<file path="config.mk">
export PLATFORM = sky130hd
export DESIGN_NAME = tone_sequencer
export DESIGN_NICKNAME = d
export VERILOG_FILES = /design/src/rtl/tone_sequencer.sv
export SDC_FILE = /design/constraint.sdc
export NUM_CORES = 1
export LEC_CHECK = 0
export ABC_AREA = 1
export BUFFER_PORTS_ARGS = -buffer_cell sky130_fd_sc_hd__buf_2
export CORE_ASPECT_RATIO = 1.75
export CORE_MARGIN = 1
export CORE_UTILIZATION = 30
export DETAILED_ROUTE_END_ITERATION = 12
export PLACE_DENSITY = 0.53
export SETUP_SLACK_MARGIN = 0.3
export SLEW_MARGIN = 10
export SYNTH_ARGS = -nofsm -noshare
export SYNTH_HDL_FRONTEND = slang
export SYNTH_SLANG_ARGS = --single-unit
</file>
<file path="constraint.sdc">
create_clock -name CLOCK_50 -period 2.2 [get_ports CLOCK_50]
set_input_delay 0.22 -clock CLOCK_50 [delete_from_list [all_inputs] [get_ports CLOCK_50]]
set_output_delay 0.22 -clock CLOCK_50 [all_outputs]
set_load 0.02 [all_outputs]
</file>
<file path="src/rtl/tone_sequencer.sv">
// rtl/tone_sequencer.sv - note-ROM driven square-wave sample source for the audio codec
module tone_sequencer #(
    parameter int ADDR_W      = 10,
    parameter int DELAY_W     = 19,
    parameter int BEAT_CYCLES = 2500000,
    parameter int LAST_ADDR   = 999,
    parameter int AMPLITUDE   = 100000000
) (
    input  logic                CLOCK_50,
    input  logic                reset,
    input  logic                start,
    input  logic                stop,
    input  logic                loop_en,
    output logic [ADDR_W-1:0]   rom_addr,
    input  logic [DELAY_W-1:0]  rom_q,
    input  logic                audio_out_allowed,
    output logic                write_audio_out,
    output logic signed [31:0]  sample_out,
    output logic                busy,
    output logic                done
);
    localparam int BEAT_W = (BEAT_CYCLES > 2) ? $clog2(BEAT_CYCLES) : 1;
    localparam logic [BEAT_W-1:0] BEAT_LAST = BEAT_W'(BEAT_CYCLES - 1);
    localparam logic [ADDR_W-1:0] LAST_A    = ADDR_W'(LAST_ADDR);
    localparam logic signed [31:0] AMP_POS  = 32'(AMPLITUDE);
    localparam logic signed [31:0] AMP_NEG  = -AMP_POS;

    typedef enum logic [1:0] {IDLE, FETCH, LOAD, PLAY} state_t;

    state_t              state_q, state_d;
    logic [ADDR_W-1:0]   addr_q, addr_d;
    logic [DELAY_W-1:0]  delay_q, delay_d;
    logic [DELAY_W-1:0]  half_q, half_d;
    logic [BEAT_W-1:0]   beat_q, beat_d;
    logic                phase_q, phase_d;
    logic signed [31:0]  sample_q, sample_d;
    logic                done_q, done_d;

    always_comb begin
        state_d  = state_q;
        addr_d   = addr_q;
        delay_d  = delay_q;
        half_d   = half_q;
        beat_d   = beat_q;
        phase_d  = phase_q;
        sample_d = sample_q;
        done_d   = 1'b0;
        case (state_q)
            IDLE: begin
                if (!stop && start) begin
                    state_d = FETCH;
                    addr_d  = '0;
                end
            end
            FETCH: state_d = LOAD;
            LOAD: begin
                delay_d  = rom_q;
                half_d   = '0;
                beat_d   = '0;
                phase_d  = 1'b1;
                sample_d = (rom_q == '0) ? 32'sd0 : AMP_POS;
                state_d  = PLAY;
            end
            PLAY: begin
                beat_d = beat_q + BEAT_W'(1);
                // A zero delay word is a rest: counter parked, output stays silent.
                if (delay_q != '0) begin
                    if (half_q == delay_q) begin
                        half_d   = '0;
                        phase_d  = ~phase_q;
                        sample_d = phase_q ? AMP_NEG : AMP_POS;
                    end else begin
                        half_d = half_q + DELAY_W'(1);
                    end
                end
                if (beat_q == BEAT_LAST) begin
                    sample_d = 32'sd0;
                    if (addr_q < LAST_A) begin
                        addr_d  = addr_q + ADDR_W'(1);
                        state_d = FETCH;
                    end else if (loop_en) begin
                        addr_d  = '0;
                        state_d = FETCH;
                    end else begin
                        addr_d  = '0;
                        done_d  = 1'b1;
                        state_d = IDLE;
                    end
                end
            end
            default: state_d = IDLE;
        endcase
        if (stop && state_q != IDLE) begin
            state_d  = IDLE;
            sample_d = 32'sd0;
            addr_d   = '0;
            done_d   = 1'b0;
        end
    end

    always_ff @(posedge CLOCK_50 or posedge reset) begin
        if (reset) begin
            state_q  <= IDLE;
            addr_q   <= '0;
            delay_q  <= '0;
            half_q   <= '0;
            beat_q   <= '0;
            phase_q  <= 1'b0;
            sample_q <= 32'sd0;
            done_q   <= 1'b0;
        end else begin
            state_q  <= state_d;
            addr_q   <= addr_d;
            delay_q  <= delay_d;
            half_q   <= half_d;
            beat_q   <= beat_d;
            phase_q  <= phase_d;
            sample_q <= sample_d;
            done_q   <= done_d;
        end
    end

    assign write_audio_out = audio_out_allowed;
    assign rom_addr        = addr_q;
    assign sample_out      = sample_q;
    assign busy            = (state_q != IDLE);
    assign done            = done_q;
endmodule

</file>
After elaboration in Yosys (flattened, before gate mapping)
Index checks and enable logic that the tools add are counted.
Storage, ports and cells
  word-level logic and storage cells: 69
  input bits: 25
  output and inout port bits: 45
  register bits: 106
Operators by class
  muxes and demuxes: 30
  add/sub/neg operators: 3
  equal/unequal tests: 11
  $lt $le $gt $ge: 1
  reduce and logical (&&, ||, !) cells: 15
  bitwise logic cells: 1
Operator list (count)
  $mux W32: 5
  $pmux W32 S2: 1
  $pmux W22 S2: 1
  $mux W10: 4
  $mux W19: 2
  $pmux W19 S2: 1
  $mux W27: 1
  $add A22 B1 Y22 const B: 1
  $eq A22 B22 Y1 const B: 1
  $pmux W10 S2: 1
  $add A19 B1 Y19 const B: 1
  $eq A19 B19 Y1: 1
  $logic_not A19 Y1: 1
  $reduce_bool A19 Y1: 1
  $add A10 B1 Y10 const B: 1
  $lt A10 B10 Y1 const B: 1
  $mux W1: 9
  $reduce_and A3 Y1: 3
  $ne A4 B4 Y1 const B: 2
  $pmux W2 S4: 1
  $mux W2: 3
  $ne A3 B3 Y1 const B: 2
  $reduce_bool A3 Y1: 2
  $eq A2 B2 Y1 const B: 2
  other kinds (9): 13

Logic depth before layout (Yosys ltp)
Gate-level depths: netlist of the first run.
  word-level depth: 6
  depth in mapped cells: 12
  mapped depth without buffers: 11

Worst setup path after synthesis of the first run
Ideal clock, no wire load.
  kind: register to register
  from: register state_q[1]
  to: register half_q[4]
  slack: 0.599 ns
  path buffers: 2
  data arrival time: 1.472 ns
  stages on the path, launching flop included: 8
  path through: dfrtp_1 ha_1 buf_2 nor2_4 clkinv_1 nand2_2 buf_2 o22ai_1
On the way
  word-level cells in the longest chain between the ends: 3
  elaborated cells on any way between the ends: 6
  those cells by class: 3 x eq/ne; 1 x mux; 2 x reduce/logical
Ends and longest elaborated chain
  from (decl): RTL line 30  | state_t state_q, state_d;
  from (signal assigned): RTL line 112  | state_q <= state_d;
  $eq A2 B2 Y1: RTL line 48  | case (state_q)
  $ne A2 B2 Y1 (no source line) / $reduce_bool A2 Y1 (equally long branches)
  $reduce_and A2 Y1 (no source line)
  to (signal assigned): RTL line 115  | half_q <= half_d;
  to (decl): RTL line 33  | logic [DELAY_W-1:0] half_q, half_d;
Several ways; a longest one is shown, not always the timed one.
A chain may end at the register's enable or synchronous reset.

Worst setup path after layout of the first run
  from: register state_q[0]
  to: register addr_q[7], in the netlist rom_addr[7]
On the way
  word-level cells in the longest chain between the ends: 4
  elaborated cells on any way between the ends: 10
  those cells by class: 3 x eq/ne; 2 x mux; 5 x reduce/logical
Ends and longest elaborated chain
  $reduce_bool A2 Y1: RTL line 93  | if (stop && state_q != IDLE) begin
  $logic_and A1 B1 Y1: RTL line 93
  $ne A3 B3 Y1 (no source line) / $reduce_bool A3 Y1 (equally long branches)
  $reduce_and A3 Y1 (no source line)
  to (signal assigned): RTL line 113  | addr_q <= addr_d;
  to (decl): RTL line 31  | logic [ADDR_W-1:0] addr_q, addr_d;
Several ways; a longest one is shown, not always the timed one.

==> results of run 1 <==
==> worst paths after layout <==
kind	from	depth (start not counted)	slack [ns]	endpoint
max	state_q[0]	10	0.42	rom_addr[7]
min	rom_q[13]	3	0.1	delay_q[13]
max reg2reg	state_q[0]	10	0.42	rom_addr[7]
min reg2reg	beat_q[10]	1	0.53	beat_q[10]
max in group asynchronous	reset	5	0.93	half_q[0]
min in group asynchronous	reset	3	0.47	beat_q[18]
==> logic make-up (layout without fill, tap and decap cells) <==
group	Yosys count	after routing
DFF	77	77
other	1	8
and+or+nand+nor	366	366
xor gates and xnor gates	17	17
buffers and inverters	129	171
adders and majority gates	6	6
AOI/OAI and AO/OA	82	82
==> repair_timing <==
item / in CTS / in global routing
gates cloned: 0 / 0
buffers inserted: 0 / 2
resized for setup: 3 / 8
pin swaps: 0 / 1
hold buffers: 1 / 0
setup endpoints to repair: 17 / 30
endpoints found under the hold margin: 20 / 0
==> critical path, cell delays in order, from the launching register on <==
cell and delay (ns):
dfrtp_1 0.41, inv_1 0.13, ha_1 0.26, nor2_2 0.23
nor2_1 0.08, nand2_2 0.09, nand2_2 0.06, inv_2 0.08
nand2_4 0.16, nand2_1 0.12, o21ai_2 0.05
==> layout make-up <==
cell class | count | area (um^2) | area share
tap | 189 | 236 | 0.0425
clock inverter | 7 | 57.6 | 0.0103
inverter | 84 | 319 | 0.0573
clock buffer | 9 | 225 | 0.0405
sequential | 77 | 1930 | 0.347
timing repair buffer | 71 | 400 | 0.0719
multi-input combinational | 479 | 2400 | 0.431
==> metal layers <==
layer  global-route usage  share of wire  vias up
met5                    0              0        -
met4               0.0720          0.025        0
met3               0.0208          0.028       22
met2                0.325           0.58       90
met1                0.161           0.37     2008
li1                     -              -     2230
==> per-stage QoR <==
| step | cells | total power, mW |
|---|---|---|
| floorplan | 685 | 3.39 |
| global placement | 897 | 3.82 |
| detailed placement | 897 | 3.83 |
| CTS | 914 | 5.30 |
| global route | 916 | 5.68 |
| finish | 916 | 5.28 |
==> power by group <==
group / internal, mW / total [mW] / switching, mW
logic: 0.582 / 1.92 / 1.34
registers: 1.67 / 1.92 / 0.247
clock network: 0.778 / 1.44 / 0.663
==> cell usage after synthesis, drive strengths merged <==
| master | instances |
|---|---|
| o211ai | 1 |
| dfrtp | 77 |
| nand2 | 192 |
| and3 | 1 |
| xnor2 | 3 |
| o31ai | 1 |
| nor3 | 14 |
| nand3 | 50 |
| clkinv | 1 |
| nand4 | 19 |
| inv | 83 |
| a21oi | 8 |
| a21o | 1 |
| or2 | 1 |
| a22oi | 1 |
| a22o | 1 |
| ha | 6 |
| nor2 | 85 |
| o22ai | 11 |
| clkbuf | 8 |
| conb | 1 |
| nand3b | 1 |
| buf | 37 |
| nor4 | 3 |
| o21ai | 58 |
| xor2 | 14 |
==> flip-flops by register name, indices dropped and copies added, names as in the netlist <==
| name | cells |
|---|---|
| beat_q | 22 |
| delay_q | 19 |
| done | 1 |
| half_q | 19 |
| phase_q | 1 |
| rom_addr | 10 |
| sample_out | 3 |
| state_q | 2 |
==> impl_metrics.toml, run 1 <==
[run_status]
status = "finished clean"

[logic_synthesis]
yosys.area_share.simple = 0.334
synthAdderAreaFrac = 0.0154
synth-compound-area-share = 0.0974
synth_mux_area_frac = 0
synth_seq_cells = 77
seq_area_frac_synth = 0.395
syn_area_um2 = 4880
yosys.area.top_type = "dfrtp_1"
synth_cells = 678
synthXorXnorAreaFrac = 0.0305
ys_warn_count = 0
synth_area_leaders = "dfrtp_1, nand2_1, inv_1"
synth_top_family_by_area = "simple AND/OR/NAND/NOR gates"
synth_cell_type_count = 38
avgSynthCellArea_um2 = 7.20
synth_top_area_frac = 0.395

[floorplanning]
start_util = 0.307
ios = 70
die_w_um = 98.4
die_area_um2 = 16800
die_h_um = 171
fp.coreArea_um2 = 15900
fp-row-count = 61

[route]
final_antenna_net_count = 0
drc = 0
wirelength_um = 13000
drtIter0Drc = 195
first_pass_iters = 5
post_drt_wl_per_cell_um = 14.2
dr_total_vias = 4350
viasPerCell = 4.75

[timing]
tightest_slew_ns = 0.532
fmaxAchievable_ghz = 0.562
fin_skew_ns = 0.00854
tns_ns = 0
period_share = 0.809
finalMaxSlewViolations = 0
layout_setup_ws_ns = 0.421
period_minus_slack_ns = 1.78
rsz0062_at_grt = "true"
hold_slack_ns = 0.0997
setup_viol = 0
slew-limit-headroom = 0.644
hold_viol_final = 0

[grt]
grt_max_degree = 50
antenna_found_initial = 0
grt.total_usage = 0.161
grt_pass1_vias = 4174
grt_pass1_wl_um = 20800
grt-ovfl-total = 0

[worst_setup_path]
cp_max_fo = 20
startpoint_type = "register"
required_ns = 2.43
worstPathArrival_ns = 2.01
worstSetupPathType = "register to register"
crit_path_end_kind = "register"

[finish]
final_common_cell = "nand2_1"
syn_to_final_growth_pct = 14.0
drive_above_1_share = 0.184
n_fill_cell = 1702
layout_common_cells = "nand2_1, inv_1, nor2_1, dfrtp_1, buf_2"
antenna_cells = 0
finalInstanceArea_um2 = 5570
nNetsFinal = 753
final_core_util = 0.351

[clock_network]
cts_buffers = 9
clk_pin_slew_worst_paths_ns = 0.07
cts_buffer_depth = 2
cts_tree = "built"
cts.sinks = 77
h-tree-depth = 3
root_buffer = "clkbuf_16"
worstSkewPairLatency_ns = 0.34

[placement]
pre_cts_ws_ns = 0.182
place_area_um2 = 5220
gp_congestion = 0.806
io_buffers = 59
dp_hpwl_um = 10000

[pwr]
p_per_area_nw_per_um2 = 949
p_leak_nw = 2.58
vdd_drop_max_v = 0.000478

[min_path]
hold_path_class = "input pin to register"

[flow_run]
max-cap-violations = 0
(Power assumes the default switching activity.)
==> inputs of run 2 (changes only) <==
--- a/config.mk
+++ b/config.mk
@@ -5,7 +5,7 @@
 export SDC_FILE = /design/constraint.sdc
 export NUM_CORES = 1
 export LEC_CHECK = 0
-export ABC_AREA = 1
+export ABC_AREA = 0
 export BUFFER_PORTS_ARGS = -buffer_cell sky130_fd_sc_hd__buf_2
 export CORE_ASPECT_RATIO = 1.75
 export CORE_MARGIN = 1
==> constraint.sdc (replaced) <==
create_clock -name CLOCK_50 -period 1.6 [get_ports CLOCK_50]
set_input_delay 0.16 -clock CLOCK_50 [delete_from_list [all_inputs] [get_ports CLOCK_50]]
set_output_delay 0.16 -clock CLOCK_50 [all_outputs]
set_load 0.02 [all_outputs]
==> impl_metrics.toml, run 2 <==
[run_status]
status = "complete, but fails checks"
violations = "negative setup slack"

[finish]
nNetsFinal = 665
layout_common_cells = "buf_4, dfrtp_1, buf_2"
n_fill_cell = 1255
final_common_cell = "buf_4"
top_register = "beat_q"
largestRegisters = "beat_q x22, delay_q x19, half_q x19"
syn_to_final_growth_pct = 56.3
largest_reg_flops = 22
drive_above_1_share = 0.523

[grt]
grt-ovfl-total = 0
grt.total_usage = 0.184
grt_pass1_wl_um = 21000
grt_max_degree = 37
grt_pass1_vias = 4195
antenna_found_initial = 1

[worst_setup_path]
ff2ff_path_depth = 8
required_ns = 1.83
worstPathArrival_ns = 2.17
cp_slowest_stage_delay_ns = 0.36
worstSetupPathType = "register to register"
startpoint_type = "register"
slowest_stage = "dfrtp_1"
crit_path_end_kind = "register"
cp_max_fo = 5
worstPathCellList = "buf_4, ha_1, and3_1, nand3_1, nor2_2, nand3_1, and3_1, a221o_1"

[logic_synthesis]
synth_seq_cells = 77
syn_area_um2 = 4360
avgSynthCellArea_um2 = 9.61
async_reset_ff_frac = 1.00
yosys.area.top_type = "dfrtp_1"
synth_cells = 453
synth_top_area_frac = 0.442
ys_warn_count = 0
seq_area_frac_synth = 0.442
synth_area_leaders = "dfrtp_1, buf_4, mux2_2"
synthTopCellsByCount = "dfrtp_1, nand2_1, nand3_1"
synth_edf_count = 0
ys_dominant_reg_cell = "dfrtp_1"
synthMostInstantiatedCell = "dfrtp_1"
synth_cell_type_count = 45

[clock_network]
h-tree-depth = 3
cts_tree = "built"
worstSkewPairLatency_ns = 0.34
clk_pin_slew_worst_paths_ns = 0.06
cts.sinks = 77
cts_buffers = 9
cts_buffer_depth = 2
root_buffer = "clkbuf_16"

[timing]
hold_slack_ns = 0.0686
period_share = 1.22
layout_setup_ws_ns = -0.345
tns_ns = -10.37
fin_skew_ns = 0.00720
rsz0062_at_grt = "true"
fmaxAchievable_ghz = 0.514
hold_viol_final = 0
period_minus_slack_ns = 1.95
finalMaxSlewViolations = 0
setup_viol = 55

[route]
viasPerCell = 5.01
wirelength_um = 13200
dr_total_vias = 4094
drc = 0
final_antenna_net_count = 0
drtIter0Drc = 167
first_pass_iters = 4
post_drt_wl_per_cell_um = 16.1

[floorplanning]
die_w_um = 93.1
die_h_um = 161
start_util = 0.310
die_area_um2 = 15000
fp-row-count = 57
fp.coreArea_um2 = 14000
ios = 70

[placement]
io_buffers = 59
gp_congestion = 0.792
dp_hpwl_um = 9110

[min_path]
hold_path_class = "input pin to register"
worstHoldPathCells = 2

[flow_run]
max-cap-violations = 0

[pwr]
p_per_area_nw_per_um2 = 1460
vdd_drop_max_v = 0.000732
p_leak_nw = 3.20
-- run 2: final timing paths --
kind | to | from | slack [ns]
setup / recovery | half_q[18] | half_q[0] | -0.35
hold / removal | delay_q[12] | rom_q[12] | 0.07
setup reg to reg | half_q[18] | half_q[0] | -0.35
hold reg to reg | sample_out[8] | sample_out[8] | 0.49
max in group asynchronous | delay_q[0] | reset | 0.67
min in group asynchronous | delay_q[8] | reset | 0.37
-- run 2: critical path: cells and delay by family (launching register included) --
family | cells | cell delay, ns
compound gates | 1 | 0.25
fa+ha+maj | 1 | 0.17
buf+inv | 1 | 0.12
flops | 1 | 0.36
simple gates | 5 | 0.94
-- run 2: report_power, final --
group / total, mW / internal [mW] / switching [mW]
clock: 1.83 / 1.05 / 0.779
sequential: 2.80 / 2.33 / 0.463
combinational: 5.32 / 2.84 / 2.48
total: 9.95 / 6.22 / 3.73
-- run 2: logic make-up (layout without fill, tap and decap cells) --
kind of cell	after synthesis	in the layout	share of synthesized area
adder cells (fa/ha/maj)	6	6	0.0172
multiplexers	38	38	0.0937
AND/OR/NAND/NOR	163	163	0.198
other	1	9	0.000861
AO/OA/AOI/OAI	88	89	0.124
XOR/XNOR	19	19	0.0382
flip-flops	77	77	0.442
buffers and inverters	61	239	0.0853
-- run 2: layout make-up --
type                    instances  area, um^2  area share
clock inverters                 2        10.0     0.00147
multi-input cells             323        2620       0.384
flip-flops and latches         77        1930       0.284
well taps                     177         221      0.0325
inverters                      13        66.3     0.00974
repair buffers                210        1710       0.252
diodes                          1        2.50    0.000368
clock buffers                  14         244      0.0358
-- run 2: through the flow --
step | instance area, um^2 | cells | setup slack [ns] | utilization | total power, mW
2_1_floorplan | 4570 | 460 | -0.303 | - | 5.40
3_3_place_gp | 5670 | 770 | -0.492 | 0.403 | 6.47
3_5_place_dp | 5670 | 770 | -0.533 | 0.403 | 6.55
4_1_cts | 6590 | 809 | -0.369 | 0.469 | 9.62
5_1_grt | 6810 | 817 | -0.448 | 0.484 | 10.5
6_report | 6810 | 817 | -0.345 | 0.484 | 9.95
-- run 2: metal layers --
metal / vias up / wire, um / track usage / share of wire
met5: - / 0 / 0 / 0
met4: 0 / 643 / 0.101 / 0.049
met3: 36 / 385 / 0.0395 / 0.029
met2: 85 / 7370 / 0.340 / 0.56
met1: 2003 / 4760 / 0.187 / 0.36
li1: 1970 / - / - / -
-- run 2: repair_timing --
item                                    in CTS  in global routing
resized for setup                          119                 36
gates cloned                                 4                  0
hold buffers                                 1                  0
setup buffers                               18                  7
pin swaps                                   51                 23
endpoints found under the setup margin      78                 90
hold endpoints to repair                    13                  0
==> inputs of run 3 (changes only) <==
--- a/config.mk
+++ b/config.mk
@@ -9,9 +9,9 @@
 export BUFFER_PORTS_ARGS = -buffer_cell sky130_fd_sc_hd__buf_2
 export CORE_ASPECT_RATIO = 1.75
 export CORE_MARGIN = 1
-export CORE_UTILIZATION = 30
+export CORE_UTILIZATION = 51
 export DETAILED_ROUTE_END_ITERATION = 12
-export PLACE_DENSITY = 0.53
+export PLACE_DENSITY = 0.8
 export SETUP_SLACK_MARGIN = 0.3
 export SLEW_MARGIN = 10
 export SYNTH_ARGS = -nofsm -noshare
==> impl_metrics.toml, run 3 (synthesized netlist as in run 2, its figures left out) <==
[run_status]
violations = "negative setup slack"
status = "complete, but fails checks"

[placement]
dp_hpwl_um = 8480
io_buffers = 59
place_inst = 693
pre_cts_ws_ns = -0.497
gp_congestion = 0.898

[finish]
top_register = "beat_q"
nNetsFinal = 646
layout_common_cells = "buf_4, dfrtp_1, buf_2"
drive_above_1_share = 0.515
syn_to_final_growth_pct = 53.7
final_core_util = 0.805
fin_cells = 735
largestRegisters = "beat_q x22, delay_q x19, half_q x19"
antenna_cells = 0
n_fill_cell = 410
final_common_cell = "buf_4"
largest_reg_flops = 22

[clock_network]
cts_tree = "built"
worstSkewPairLatency_ns = 0.35
cts_buffers = 9
cts.sinks = 77
root_buffer = "clkbuf_16"
cts_buffer_depth = 2
h-tree-depth = 3
clk_pin_slew_worst_paths_ns = 0.06

[flow_run]
max-cap-violations = 0

[floorplanning]
die_w_um = 71.9
start_util = 0.524
ios = 70
fp.coreArea_um2 = 8310
fp-row-count = 44
die_h_um = 124
die_area_um2 = 8930

[route]
wirelength_um = 15800
post_drt_wl_per_cell_um = 21.5
drtIter0Drc = 483
dr_total_vias = 4484
viasPerCell = 6.10
first_pass_iters = 5
final_antenna_net_count = 0
drc = 0

[worst_setup_path]
worstPathCellList = "xnor2_1, nand4_1, nor4_4, buf_4, and3_1, nor3_1, a21oi_1"
cp_slowest_stage_delay_ns = 0.43
r2r_slack_ns = -0.73
slowest_stage = "xnor2_1"
required_ns = 1.81
cp_max_fo = 3
crit_path_end_kind = "register"
worstSetupPathType = "register to register"
startpoint_type = "register"
worstPathArrival_ns = 2.54

[grt]
grt.total_usage = 0.320
grt_pass1_vias = 4433
antenna_found_initial = 0
grt_pass1_wl_um = 21800
grt-ovfl-total = 0
grt_max_degree = 78

[min_path]
hold_path_class = "input pin to register"

[timing]
tns_ns = -24.89
finalMaxSlewViolations = 0
fmaxAchievable_ghz = 0.429
slew-limit-headroom = 0.662
period_share = 1.46
layout_setup_ws_ns = -0.732
setup_viol = 77
period_minus_slack_ns = 2.33
tightest_slew_ns = 0.504
rsz0062_at_grt = "true"
hold_viol_final = 0
fin_skew_ns = 0.00771

[pwr]
power_frac_comb = 0.529
p_leak_nw = 3.06
swShare = 0.398
sequentialPowerShare = 0.268
vdd_drop_max_v = 0.00137
p_per_area_nw_per_um2 = 1570
switching_power_mw = 4.19
pwr-share-clk = 0.203
internal-power_mw = 6.34
==> run 3: final timing paths <==
kind,start,end,cells past startpoint
worst max-delay path,delay_q[1],phase_q,7
worst min-delay path,rom_q[5],delay_q[5],2
worst max register to register,delay_q[1],phase_q,7
worst min register to register,beat_q[21],beat_q[21],1
max in group asynchronous,reset,rom_addr[0],4
min in group asynchronous,reset,rom_addr[7],4
==> run 3: per-stage QoR <==
| step | hold slack, ns | total power, mW | instance area, um^2 |
|---|---|---|---|
| after detailed placement | 0.313 | 6.44 | 5480 |
| final | 0.0615 | 10.5 | 6690 |
| after global routing | 0.0682 | 10.9 | 6690 |
| after CTS | 0.0550 | 9.58 | 6310 |
| after floorplan | 0.312 | 5.40 | 4570 |
| after global placement | 0.301 | 6.27 | 5480 |
==> run 3: timing repair <==
item                                    in CTS  in global routing
buffers inserted                            10                 10
gates cloned                                 4                  1
gates resized for setup                     97                 61
pin swaps                                   32                 37
endpoints found under the setup margin      78                 78
hold endpoints to repair                    77                  0
hold buffers                                 1                  0
==> run 3: power by group through the flow <==
stage	Sequential [mW]	Combinational (mW)	Clock (mW)
after detailed placement	2.75	3.68	0
after floorplan	2.75	2.64	0
after global routing	2.84	5.81	2.22
after CTS	2.74	4.70	2.14
final	2.82	5.57	2.14
after global placement	2.73	3.54	0
==> run 3: worst max-delay path: cells and delay by family (launching register included) <==
family | cells | cell delay (ns)
DFF | 1 | 0.41
AOI/OAI and AO/OA | 1 | 0.34
and+or+nand+nor | 4 | 0.81
buffers and inverters | 1 | 0.19
xor gates and xnor gates | 1 | 0.43
==> run 3: cell type report <==
type | count | area, um^2 | area share
clock buffer | 11 | 253 | 0.0378
clock inverter | 5 | 58.8 | 0.00879
inverter | 13 | 66.3 | 0.00991
multi-input combinational | 324 | 2710 | 0.405
sequential | 77 | 1930 | 0.288
tap | 115 | 144 | 0.0215
timing repair buffer | 190 | 1530 | 0.228
==> run 3: metal layers <==
| metal | share of wire | track usage | vias up |
|---|---|---|---|
| met5 | 0 | 0 | - |
| met4 | 0.084 | 0.240 | 0 |
| met3 | 0.056 | 0.0574 | 107 |
| met2 | 0.53 | 0.565 | 282 |
| met1 | 0.33 | 0.324 | 2171 |
| li1 | - | - | 1924 |
